## config.mk

```make
export PLATFORM = sky130hd
export DESIGN_NAME = chdr_data_deframer
export DESIGN_NICKNAME = d
export VERILOG_FILES = /design/src/rtl/chdr_deframer_pkg.sv /design/src/rtl/chdr_hdr_decode.sv /design/src/rtl/chdr_data_deframer.sv
export SDC_FILE = /design/constraint.sdc
export NUM_CORES = 1
export LEC_CHECK = 0
export ABC_AREA = 1
export CORE_AREA = 10 10 132 134
export DETAILED_ROUTE_END_ITERATION = 10
export DIE_AREA = 0 0 142 144
export GPL_TIMING_DRIVEN = 1
export PLACE_DENSITY = 0.78
export SETUP_SLACK_MARGIN = 0.02
export SLEW_MARGIN = 15
export SYNTH_ARGS = -nofsm -noshare
export SYNTH_HDL_FRONTEND = slang
export SYNTH_HIERARCHICAL = 1
export SYNTH_SLANG_ARGS = --single-unit
```

## constraint.sdc

```tcl
create_clock -name rfnoc_chdr_clk -period 4.74 [get_ports rfnoc_chdr_clk]
set_input_delay 0.948 -clock rfnoc_chdr_clk [delete_from_list [all_inputs] [get_ports rfnoc_chdr_clk]]
set_output_delay 0.948 -clock rfnoc_chdr_clk [all_outputs]
set_load 0.02 [all_outputs]
```

## src/rtl/chdr_deframer_pkg.sv

```systemverilog
// Shared constants, header layout and FSM state type for the CHDR data deframer.
// Also holds the packed header view used by the header decoder.
package chdr_deframer_pkg;

  localparam logic [2:0] PKT_TYPE_DATA    = 3'd6;
  localparam logic [2:0] PKT_TYPE_DATA_TS = 3'd7;

  localparam int HDR_EOB_BIT    = 57;
  localparam int HDR_TYPE_LSB   = 53;
  localparam int HDR_NMDATA_LSB = 48;
  localparam int HDR_SEQ_LSB    = 32;
  localparam int HDR_LEN_LSB    = 16;

  typedef enum logic [2:0] {
    ST_HDR     = 3'd0,
    ST_TS      = 3'd1,
    ST_MDATA   = 3'd2,
    ST_PYLD_LO = 3'd3,
    ST_PYLD_HI = 3'd4,
    ST_DROP    = 3'd5
  } state_t;

  typedef struct packed {
    logic        eob;
    logic [2:0]  pkt_type;
    logic [4:0]  num_mdata;
    logic [15:0] seqnum;
    logic [15:0] length;
  } chdr_hdr_t;

endpackage

```

## src/rtl/chdr_hdr_decode.sv

```systemverilog
// Combinational CHDR header unpack with payload byte count P and item count N.
// P = Length - 8 - 8*has_ts - 8*NumMData; N = P >> 2.
module chdr_hdr_decode
  import chdr_deframer_pkg::*;
(
  input  logic [63:0] hdr_i,
  output logic        eob_o,
  output logic [15:0] seqnum_o,
  output logic [4:0]  num_mdata_o,
  output logic        has_ts_o,
  output logic        type_ok_o,
  output logic        p_neg_o,
  output logic        p_resid_o,
  output logic        n_zero_o,
  output logic [13:0] n_items_o
);

  chdr_hdr_t          hdr;
  logic signed [17:0] p_bytes;
  logic               unused_bits;

  assign hdr.eob       = hdr_i[HDR_EOB_BIT];
  assign hdr.pkt_type  = hdr_i[HDR_TYPE_LSB +: 3];
  assign hdr.num_mdata = hdr_i[HDR_NMDATA_LSB +: 5];
  assign hdr.seqnum    = hdr_i[HDR_SEQ_LSB +: 16];
  assign hdr.length    = hdr_i[HDR_LEN_LSB +: 16];

  assign eob_o       = hdr.eob;
  assign seqnum_o    = hdr.seqnum;
  assign num_mdata_o = hdr.num_mdata;
  assign has_ts_o    = (hdr.pkt_type == PKT_TYPE_DATA_TS);
  assign type_ok_o   = (hdr.pkt_type == PKT_TYPE_DATA) || has_ts_o;

  // 18-bit signed math so that short Length values go negative instead of wrapping
  always_comb begin
    p_bytes = $signed({2'b00, hdr.length}) - 18'sd8
            - (has_ts_o ? 18'sd8 : 18'sd0)
            - $signed({10'd0, hdr.num_mdata, 3'b000});
  end

  assign p_neg_o   = p_bytes[17];
  assign p_resid_o = !p_neg_o && (p_bytes[1:0] != 2'b00);
  assign n_items_o = p_neg_o ? 14'd0 : p_bytes[15:2];
  assign n_zero_o  = (n_items_o == 14'd0);

  assign unused_bits = ^{hdr_i[63:58], hdr_i[56], hdr_i[15:0], p_bytes[16]};

endmodule

```

## src/rtl/chdr_data_deframer.sv

```systemverilog
// CHDR (64-bit) to 32-bit item deframer with per-packet sideband registers.
// Define CHDR_DEFRAMER_ERR_CNT_EN to build the drop / length-error counters.
//
// Handshake: a transfer happens on any edge where tvalid && tready; tvalid never
// depends on tready, and data/last are held while tvalid && !tready. The item
// path is combinational: m_item_tvalid follows s_chdr_tvalid in the payload states.
module chdr_data_deframer
  import chdr_deframer_pkg::*;
#(
  parameter int CHDR_W = 64,
  parameter int ITEM_W = 32,
  parameter int MTU    = 10
) (
  input  logic              rfnoc_chdr_clk,
  input  logic              rfnoc_chdr_rst,
  input  logic [CHDR_W-1:0] s_chdr_tdata,
  input  logic              s_chdr_tlast,
  input  logic              s_chdr_tvalid,
  output logic              s_chdr_tready,
  output logic [ITEM_W-1:0] m_item_tdata,
  output logic              m_item_tlast,
  output logic              m_item_tvalid,
  input  logic              m_item_tready,
  output logic              m_pkt_eob,
  output logic              m_pkt_has_ts,
  output logic [63:0]       m_pkt_ts,
  output logic [15:0]       m_pkt_seqnum,
  output logic [15:0]       cnt_drop,
  output logic [15:0]       cnt_len_err,
  output state_t            dbg_state
);

  localparam int CW = MTU + 1;

  if (CHDR_W != 64) begin : g_bad_chdr_w
    $error("chdr_data_deframer: only CHDR_W = 64 is supported");
  end
  if (ITEM_W != 32) begin : g_bad_item_w
    $error("chdr_data_deframer: only ITEM_W = 32 is supported");
  end

  state_t          state_q;
  logic [CW-1:0]   items_left_q;
  logic [4:0]      mdata_left_q;
  logic            drop_err_q;
  logic            eob_q;
  logic            has_ts_q;
  logic [63:0]     ts_q;
  logic [15:0]     seqnum_q;

  logic            dec_eob;
  logic [15:0]     dec_seqnum;
  logic [4:0]      dec_num_mdata;
  logic            dec_has_ts;
  logic            dec_type_ok;
  logic            dec_p_neg;
  logic            dec_p_resid;
  logic            dec_n_zero;
  logic [13:0]     dec_n_items;

  logic            s_acc;
  logic            item_acc;
  logic            last_item;
  logic            drop_inc;
  logic            len_err_inc;

  chdr_hdr_decode u_hdr_decode (
    .hdr_i       (s_chdr_tdata[63:0]),
    .eob_o       (dec_eob),
    .seqnum_o    (dec_seqnum),
    .num_mdata_o (dec_num_mdata),
    .has_ts_o    (dec_has_ts),
    .type_ok_o   (dec_type_ok),
    .p_neg_o     (dec_p_neg),
    .p_resid_o   (dec_p_resid),
    .n_zero_o    (dec_n_zero),
    .n_items_o   (dec_n_items)
  );

  assign last_item = (items_left_q == CW'(1));

  always_comb begin
    s_chdr_tready = 1'b0;
    m_item_tvalid = 1'b0;
    m_item_tdata  = '0;
    m_item_tlast  = 1'b0;
    if (!rfnoc_chdr_rst) begin
      case (state_q)
        // The word is only consumed on its LO item when that item ends the packet
        ST_PYLD_LO: begin
          s_chdr_tready = m_item_tready && last_item;
          m_item_tvalid = s_chdr_tvalid;
          m_item_tdata  = s_chdr_tdata[31:0];
          m_item_tlast  = last_item;
        end
        ST_PYLD_HI: begin
          s_chdr_tready = m_item_tready;
          m_item_tvalid = s_chdr_tvalid;
          m_item_tdata  = s_chdr_tdata[63:32];
          m_item_tlast  = last_item || s_chdr_tlast;
        end
        default: s_chdr_tready = 1'b1;
      endcase
    end
  end

  assign s_acc    = s_chdr_tvalid && s_chdr_tready;
  assign item_acc = m_item_tvalid && m_item_tready;

  always_comb begin
    drop_inc    = 1'b0;
    len_err_inc = 1'b0;
    case (state_q)
      ST_HDR: begin
        drop_inc    = s_acc && !dec_type_ok;
        len_err_inc = s_acc && dec_type_ok &&
                      (dec_p_neg || dec_p_resid || (s_chdr_tlast && !dec_n_zero));
      end
      ST_TS, ST_MDATA: len_err_inc = s_acc && s_chdr_tlast;
      ST_PYLD_HI:      len_err_inc = s_acc && s_chdr_tlast && !last_item;
      ST_DROP:         len_err_inc = s_acc && drop_err_q;
      default: ;
    endcase
  end

  always_ff @(posedge rfnoc_chdr_clk) begin
    if (rfnoc_chdr_rst) begin
      state_q      <= ST_HDR;
      items_left_q <= '0;
      mdata_left_q <= '0;
      drop_err_q   <= 1'b0;
      eob_q        <= 1'b0;
      has_ts_q     <= 1'b0;
      ts_q         <= '0;
      seqnum_q     <= '0;
    end else begin
      case (state_q)
        ST_HDR: if (s_acc) begin
          eob_q        <= dec_eob;
          has_ts_q     <= dec_has_ts;
          ts_q         <= '0;
          seqnum_q     <= dec_seqnum;
          items_left_q <= CW'(dec_n_items);
          mdata_left_q <= dec_num_mdata;
          drop_err_q   <= 1'b0;
          if (s_chdr_tlast)                                 state_q <= ST_HDR;
          else if (!dec_type_ok || dec_p_neg || dec_n_zero) state_q <= ST_DROP;
          else if (dec_has_ts)                              state_q <= ST_TS;
          else if (dec_num_mdata != 5'd0)                   state_q <= ST_MDATA;
          else                                              state_q <= ST_PYLD_LO;
        end
        ST_TS: if (s_acc) begin
          ts_q <= s_chdr_tdata[63:0];
          if (s_chdr_tlast)               state_q <= ST_HDR;
          else if (mdata_left_q != 5'd0)  state_q <= ST_MDATA;
          else                            state_q <= ST_PYLD_LO;
        end
        ST_MDATA: if (s_acc) begin
          mdata_left_q <= mdata_left_q - 5'd1;
          if (s_chdr_tlast)               state_q <= ST_HDR;
          else if (mdata_left_q == 5'd1)  state_q <= ST_PYLD_LO;
        end
        ST_PYLD_LO: if (item_acc) begin
          if (last_item) begin
            state_q    <= s_chdr_tlast ? ST_HDR : ST_DROP;
            drop_err_q <= !s_chdr_tlast;
          end else begin
            items_left_q <= items_left_q - CW'(1);
            state_q      <= ST_PYLD_HI;
          end
        end
        ST_PYLD_HI: if (item_acc) begin
          if (last_item) begin
            state_q    <= s_chdr_tlast ? ST_HDR : ST_DROP;
            drop_err_q <= !s_chdr_tlast;
          end else begin
            items_left_q <= items_left_q - CW'(1);
            state_q      <= s_chdr_tlast ? ST_HDR : ST_PYLD_LO;
          end
        end
        ST_DROP: if (s_acc) begin
          drop_err_q <= 1'b0;
          if (s_chdr_tlast) state_q <= ST_HDR;
        end
        default: state_q <= ST_HDR;
      endcase
    end
  end

  assign m_pkt_eob    = eob_q;
  assign m_pkt_has_ts = has_ts_q;
  assign m_pkt_ts     = ts_q;
  assign m_pkt_seqnum = seqnum_q;
  assign dbg_state    = state_q;

`ifdef CHDR_DEFRAMER_ERR_CNT_EN
  logic [15:0] cnt_drop_q;
  logic [15:0] cnt_len_err_q;

  always_ff @(posedge rfnoc_chdr_clk) begin
    if (rfnoc_chdr_rst) begin
      cnt_drop_q    <= '0;
      cnt_len_err_q <= '0;
    end else begin
      if (drop_inc && (cnt_drop_q != 16'hFFFF))       cnt_drop_q    <= cnt_drop_q + 16'd1;
      if (len_err_inc && (cnt_len_err_q != 16'hFFFF)) cnt_len_err_q <= cnt_len_err_q + 16'd1;
    end
  end

  assign cnt_drop    = cnt_drop_q;
  assign cnt_len_err = cnt_len_err_q;
`else
  logic unused_cnt_inc;
  assign unused_cnt_inc = drop_inc | len_err_inc;
  assign cnt_drop       = '0;
  assign cnt_len_err    = '0;
`endif

endmodule

```

==> metrics, run 1 <==
Crit path arrival time=4.46 ns; RSZ-0062 raised after global routing=false; Clock Sinks=101; Synth Cell Area=6780 um2; Post-DRT Antenna Nets=0; via-per-instance ratio=5.01; Startpoint Class=input pin; Sw Pwr=2.68 mW; grt ovf=0; Die ar.=20,400 um2; # IOs=221; Routed WL=21,700 um; Ys Warns=6; Crit path max-delay family=simple AND/OR/NAND/NOR gates; final setup fails=0; number of global-route vias before repair=6,308; drt first-iter violations=577; Clock power frac=12.9%; TritonCTS buffer count=9; Fin. Hold Viols=0; leakage power=3.70 nW; pre-CTS WS=0.0968 ns; fin crit period=4.25 ns; gate count of the mapped netlist=1,025; power share of the combinational group=61.0%; largest net degree at the start of global routing=77; Final Max Tran Viols=0; latest clock arrival within the worst-skew pair=0.35 ns; most frequent cells in the layout=nand2_1, clkdlybuf4s50_1, inv_1; Flop pwr share=26.1%; final setup TNS=0 ns; initial core utilization=45.6%; HP Class=flop to flop; number of diodes=0; Max Cap Viol=0; commonest non-fill, non-tap cell in the layout=nand2_1; outcome=completed; critical path's slowest cell=clkdlybuf4s50_1; clk root buf=clkbuf_16; Crit. End Element=flop; core area=14,900 um2; worst slew pin tran=1.02 ns; final instance area=8790 um2; DRC Markers=0; Chip Width=142 um; worst clock skew=0.00631 ns; fin nets=1,260; Max Freq=236 MHz; CP dominant cell by count=nand2_1; CTS tree=built; Power Dens Cells=635 nW/um2; Tot GR Track Use=20.6%; CP max stage delay=0.48 ns; global placer's final weighted congestion=0.931; DR WL/cell=15.9 um; initial antenna violation count=0; layout cells sized above 1=9.17%; Relative slew margins=31.8%; worst setup margin=0.495 ns; height of the die=144 um; Pint=2.90 mW; CP max FO=17; H-tree levels=3; Setup Fix Bufs, Post-CTS=0; Post-DP Area=8510 um2; Mean Syn Cell Area=6.61 um2; Sw Ratio=48.1%; clk buf depth=2; WS Path Type=input pin to flop; Row Count=45; Req. time, crit path=4.96 ns; DP HPWL=16,700 um; Via Count=6,843; Worst Path Buf+Inv=5; Reg clk slew, reported paths=0.07 ns; filler cell count=1,448; Area Growth Syn to Fin=29.8%; drt pass-1 iters=5; Max IR drop VDD=0.000334 V; fin crit share=89.6%; wire length of the first global-routing pass=33,800 um; IO Port Bufs=188
worst paths after layout:
| kind | start | end | slack (ns) | cells past startpoint |
|---|---|---|---|---|
| worst max register to register | dbg_state[0] | m_pkt_ts[32] | 2.20 | 6 |
| worst min register to register | m_pkt_seqnum[5] | m_pkt_seqnum[5] | 0.45 | 2 |
| worst min-delay path | m_pkt_seqnum[5] | m_pkt_seqnum[5] | 0.45 | 2 |
| worst max-delay path | s_chdr_tdata[19] | dbg_state[1] | 0.49 | 27 |
area by class of cell:
class / instances / area [um2] / share of cell area, %
Sequential cell: 101 / 2020 / 23.0
Clock buffer: 10 / 239 / 2.72
Tap cell: 188 / 235 / 2.68
Timing Repair Buffer: 203 / 2000 / 22.8
Clock inverter: 4 / 33.8 / 0.384
Inverter: 171 / 647 / 7.36
Multi-Input combinational cell: 689 / 3610 / 41.1
flip-flops by register name, summed over array words and instances, names as in the netlist:
register,count
m_pkt_seqnum,16
m_pkt_eob,1
m_pkt_has_ts,1
mdata_left_q,5
dbg_state,3
items_left_q,11
m_pkt_ts,64
through the flow:
| step | total power, mW | utilization [%] | hold WS, ns | instances |
|---|---|---|---|---|
| 4_1_cts | 5.59 | 59.1 | 0.445 | 1366 |
| 3_3_place_gp | 4.80 | 57.2 | 0.431 | 1352 |
| 3_5_place_dp | 4.85 | 57.2 | 0.435 | 1352 |
| 5_1_grt | 6.01 | 59.1 | 0.465 | 1366 |
| 2_1_floorplan | 3.76 | - | 0.450 | 1056 |
| 6_report | 5.58 | 59.1 | 0.448 | 1366 |
repair_timing:
item	CTS	global route
hold buffers	0	0
resized for setup	0	2
setup endpoints to repair	0	2
layer usage:
metal | up-vias | part of all wire (%) | global-route usage (%)
met5 | - | 0 | 0
met4 | 0 | 1.6 | 6.72
met3 | 27 | 10 | 6.13
met2 | 277 | 47 | 33.6
met1 | 3095 | 41 | 25.3
li1 | 3444 | - | -
tightest hold or removal path: stages (launching register included):
cell	delay, ns
dfxtp_1	0.31
inv_1	0.05
a21oi_1	0.05
power groups by stage:
stage / sequential, mW / clock (mW) / combinational (mW)
final: 1.46 / 0.720 / 3.41
after global placement: 1.45 / 0 / 3.35
after CTS: 1.45 / 0.732 / 3.41
after global routing: 1.50 / 0.758 / 3.75
after detailed placement: 1.46 / 0 / 3.39
after floorplan: 1.80 / 0 / 1.96
No activity file was read; power rests on OpenSTA's default activity.
==> run 2: changes to the inputs <==
--- a/config.mk
+++ b/config.mk
@@ -5,12 +5,13 @@
 export SDC_FILE = /design/constraint.sdc
 export NUM_CORES = 1
 export LEC_CHECK = 0
-export ABC_AREA = 1
-export CORE_AREA = 10 10 132 134
+export CAP_MARGIN = 20
+export CORE_AREA = 10 10 125 127
+export CTS_BUF_LIST = sky130_fd_sc_hd__clkbuf_4
 export DETAILED_ROUTE_END_ITERATION = 10
-export DIE_AREA = 0 0 142 144
+export DIE_AREA = 0 0 135 137
 export GPL_TIMING_DRIVEN = 1
-export PLACE_DENSITY = 0.78
+export PLACE_DENSITY = 0.81
 export SETUP_SLACK_MARGIN = 0.02
 export SLEW_MARGIN = 15
 export SYNTH_ARGS = -nofsm -noshare
==> run 2 against run 1 <==
Wire length down 2.9%. Sequential cell count unchanged. Combinational power down 59%. Non-clock buffer count up 25. Clock skew up 0.018 ns. Utilization up 2.4 points. Critical endpoint unchanged. Register-to-register slack worse by 0.31 ns. Fmax down 5.3%. Sequential share of layout area up 2.1 points. Via count down 8.0%. Count of clock-buffer cells in the layout unchanged. Die area down 9.6%.
==> metrics, run 2 <==
outcome=completed; DP HPWL=15,600 um (-6.3%); Tot GR Track Use=21.7% (+1.2 points); largest net degree at the start of global routing=65 (-16%); Max Cap Viol=0 (unchanged); Power Dens Cells=359 nW/um2 (-44%); Post-DRT Antenna Nets=0 (unchanged); height of the die=137 um (-4.9%); max reg flops=64 (unchanged); Reg clk slew, reported paths=0.16 ns (+0.09 ns); Row Count=42 (-6.7%); CTS tree=built; number of global-route vias before repair=5,733 (-9.1%); CP max FO=4 (-13); worst clock skew=0.0239 ns (+0.0176 ns); hold buffers post-CTS=0 (unchanged); Worst Min Path Start=m_pkt_ts[56]; drt pass-1 iters=5 (unchanged); power share of the combinational group=48.8% (-12 points); DR WL/cell=17.9 um (+13%); Clock power frac=13.7% (+0.8 points); global placer's final weighted congestion=0.894 (-4.0%); Die ar.=18,500 um2 (-9.6%); via-per-instance ratio=5.34 (+6.6%); worst setup margin=0.258 ns (-0.237 ns); Final Max Tran Viols=0 (unchanged); # IOs=221 (unchanged); Ys Warns=6 (unchanged); DRC Markers=0 (unchanged); worst slew pin tran=0.918 ns (-0.101 ns); WS Path Type=input pin to flop; Crit path arrival time=4.88 ns (+0.42 ns); fin nets=1,083 (-14%); CP startpoint=s_chdr_tdata[20]; fin crit period=4.48 ns (+0.237 ns); Relative slew margins=38.8% (+6.9 points); latest clock arrival within the worst-skew pair=0.47 ns (+0.12 ns); grt ovf=0 (unchanged); Chip Width=135 um (-4.9%); Setup Fix Bufs, Post-CTS=0 (unchanged); initial core utilization=46.2% (+0.65 points); final hold slack=0.463 ns (+0.0148 ns); Max IR drop VDD=0.000210 V (-37%); TritonCTS buffer count=9 (unchanged); gate count of the mapped netlist=833 (-19%); clk root buf=clkbuf_4; leakage power=2.95 nW (-20%); wire length of the first global-routing pass=32,200 um (-4.7%); layout cells sized above 1=7.19% (-2.0 points); commonest non-fill, non-tap cell in the layout=nand2_1; Pint=1.64 mW (-43%); Post-DP Area=7940 um2 (-6.7%); Via Count=6,293 (-8.0%); Clock Sinks=101 (unchanged); Finished Layout Cells=1,178 (-14%); Crit. End Element=flop; final setup fails=0 (unchanged); final instance area=8060 um2 (-8.4%); Max Freq=223 MHz (-5.3%); Startpoint Class=input pin; pre-CTS WS=-0.149 ns (-0.246 ns); H-tree levels=3 (unchanged); core area=13,100 um2 (-12%); IO Port Bufs=188 (unchanged); reg2reg start=dbg_state[1]; drt first-iter violations=553 (-4.2%); Sw Pwr=1.25 mW (-54%); final setup TNS=0 ns (unchanged); # placed instances=1,163 (-14%); clk buf depth=2 (unchanged); RSZ-0062 raised after global routing=false; Req. time, crit path=5.14 ns (+0.18 ns); Synth Cell Area=6050 um2 (-11%); Routed WL=21,100 um (-2.9%); initial antenna violation count=1 (+1); Sw Ratio=43.1% (-5.0 points); Area Growth Syn to Fin=33.2%; HP Class=flop to flop; Fin. Hold Viols=0 (unchanged); Mean Syn Cell Area=7.26 um2 (+9.9%); PostCTS Resize Cnt=0 (unchanged); most frequent cells in the layout=nand2_1, clkdlybuf4s50_1, a21oi_1; fin crit share=94.6% (+5.0 points); Flop pwr share=37.5% (+11 points)
run 2: critical path: stages:
cell             delay [ns]
clkdlybuf4s50_1        0.47
or2_1                  0.27
nor2_1                 0.14
xnor2_1                0.09
ha_1                   0.30
inv_1                  0.05
ha_1                   0.33
a21oi_1                0.26
a21oi_1                0.11
a211o_1                0.30
or2_2                  0.32
nand3_1                0.09
and4b_1                0.20
a41o_1                 0.26
nor4b_2                0.26
a211o_1                0.15
a31oi_1                0.08
a211oi_1               0.25
run 2: cell type report:
class	instances	area (um2)
fillers	1199	5030
multi-input cells	634	3440
repair buffers	228	2180
flip-flops and latches	101	2020
well taps	176	220
inverters	24	90.1
clock buffers	10	75.1
clock inverters	4	25.0
diodes	1	2.50
run 2: power groups by stage:
stage | logic [mW] | registers, mW | clock network, mW
finish | 1.41 | 1.08 | 0.397
global route | 1.55 | 1.10 | 0.434
CTS | 1.40 | 1.08 | 0.413
detailed placement | 1.39 | 1.10 | 0
global placement | 1.38 | 1.10 | 0
floorplan | 0.846 | 1.15 | 0
run 2: worst paths after layout:
| check | slack [ns] | depth (start not counted) | end |
|---|---|---|---|
| max | 0.26 | 18 | dbg_state[1] |
| min | 0.46 | 2 | m_pkt_ts[56] |
| max reg2reg | 1.89 | 6 | items_left_q[7] |
| min reg2reg | 0.46 | 2 | m_pkt_ts[56] |
run 2: metal layers:
layer | wire length (um) | track usage, % | vias to the layer above
li1 | - | - | 3096
met1 | 8740 | 27.9 | 2950
met2 | 10000 | 35.0 | 229
met3 | 2060 | 6.78 | 18
met4 | 234 | 4.84 | 0
met5 | 0 | 0 | -
run 2: per-stage QoR:
step	utilization (%)	power (mW)
2_1_floorplan	-	2.00
3_3_place_gp	60.7	2.48
3_5_place_dp	60.7	2.50
4_1_cts	61.4	2.90
5_1_grt	61.6	3.08
6_report	61.6	2.89
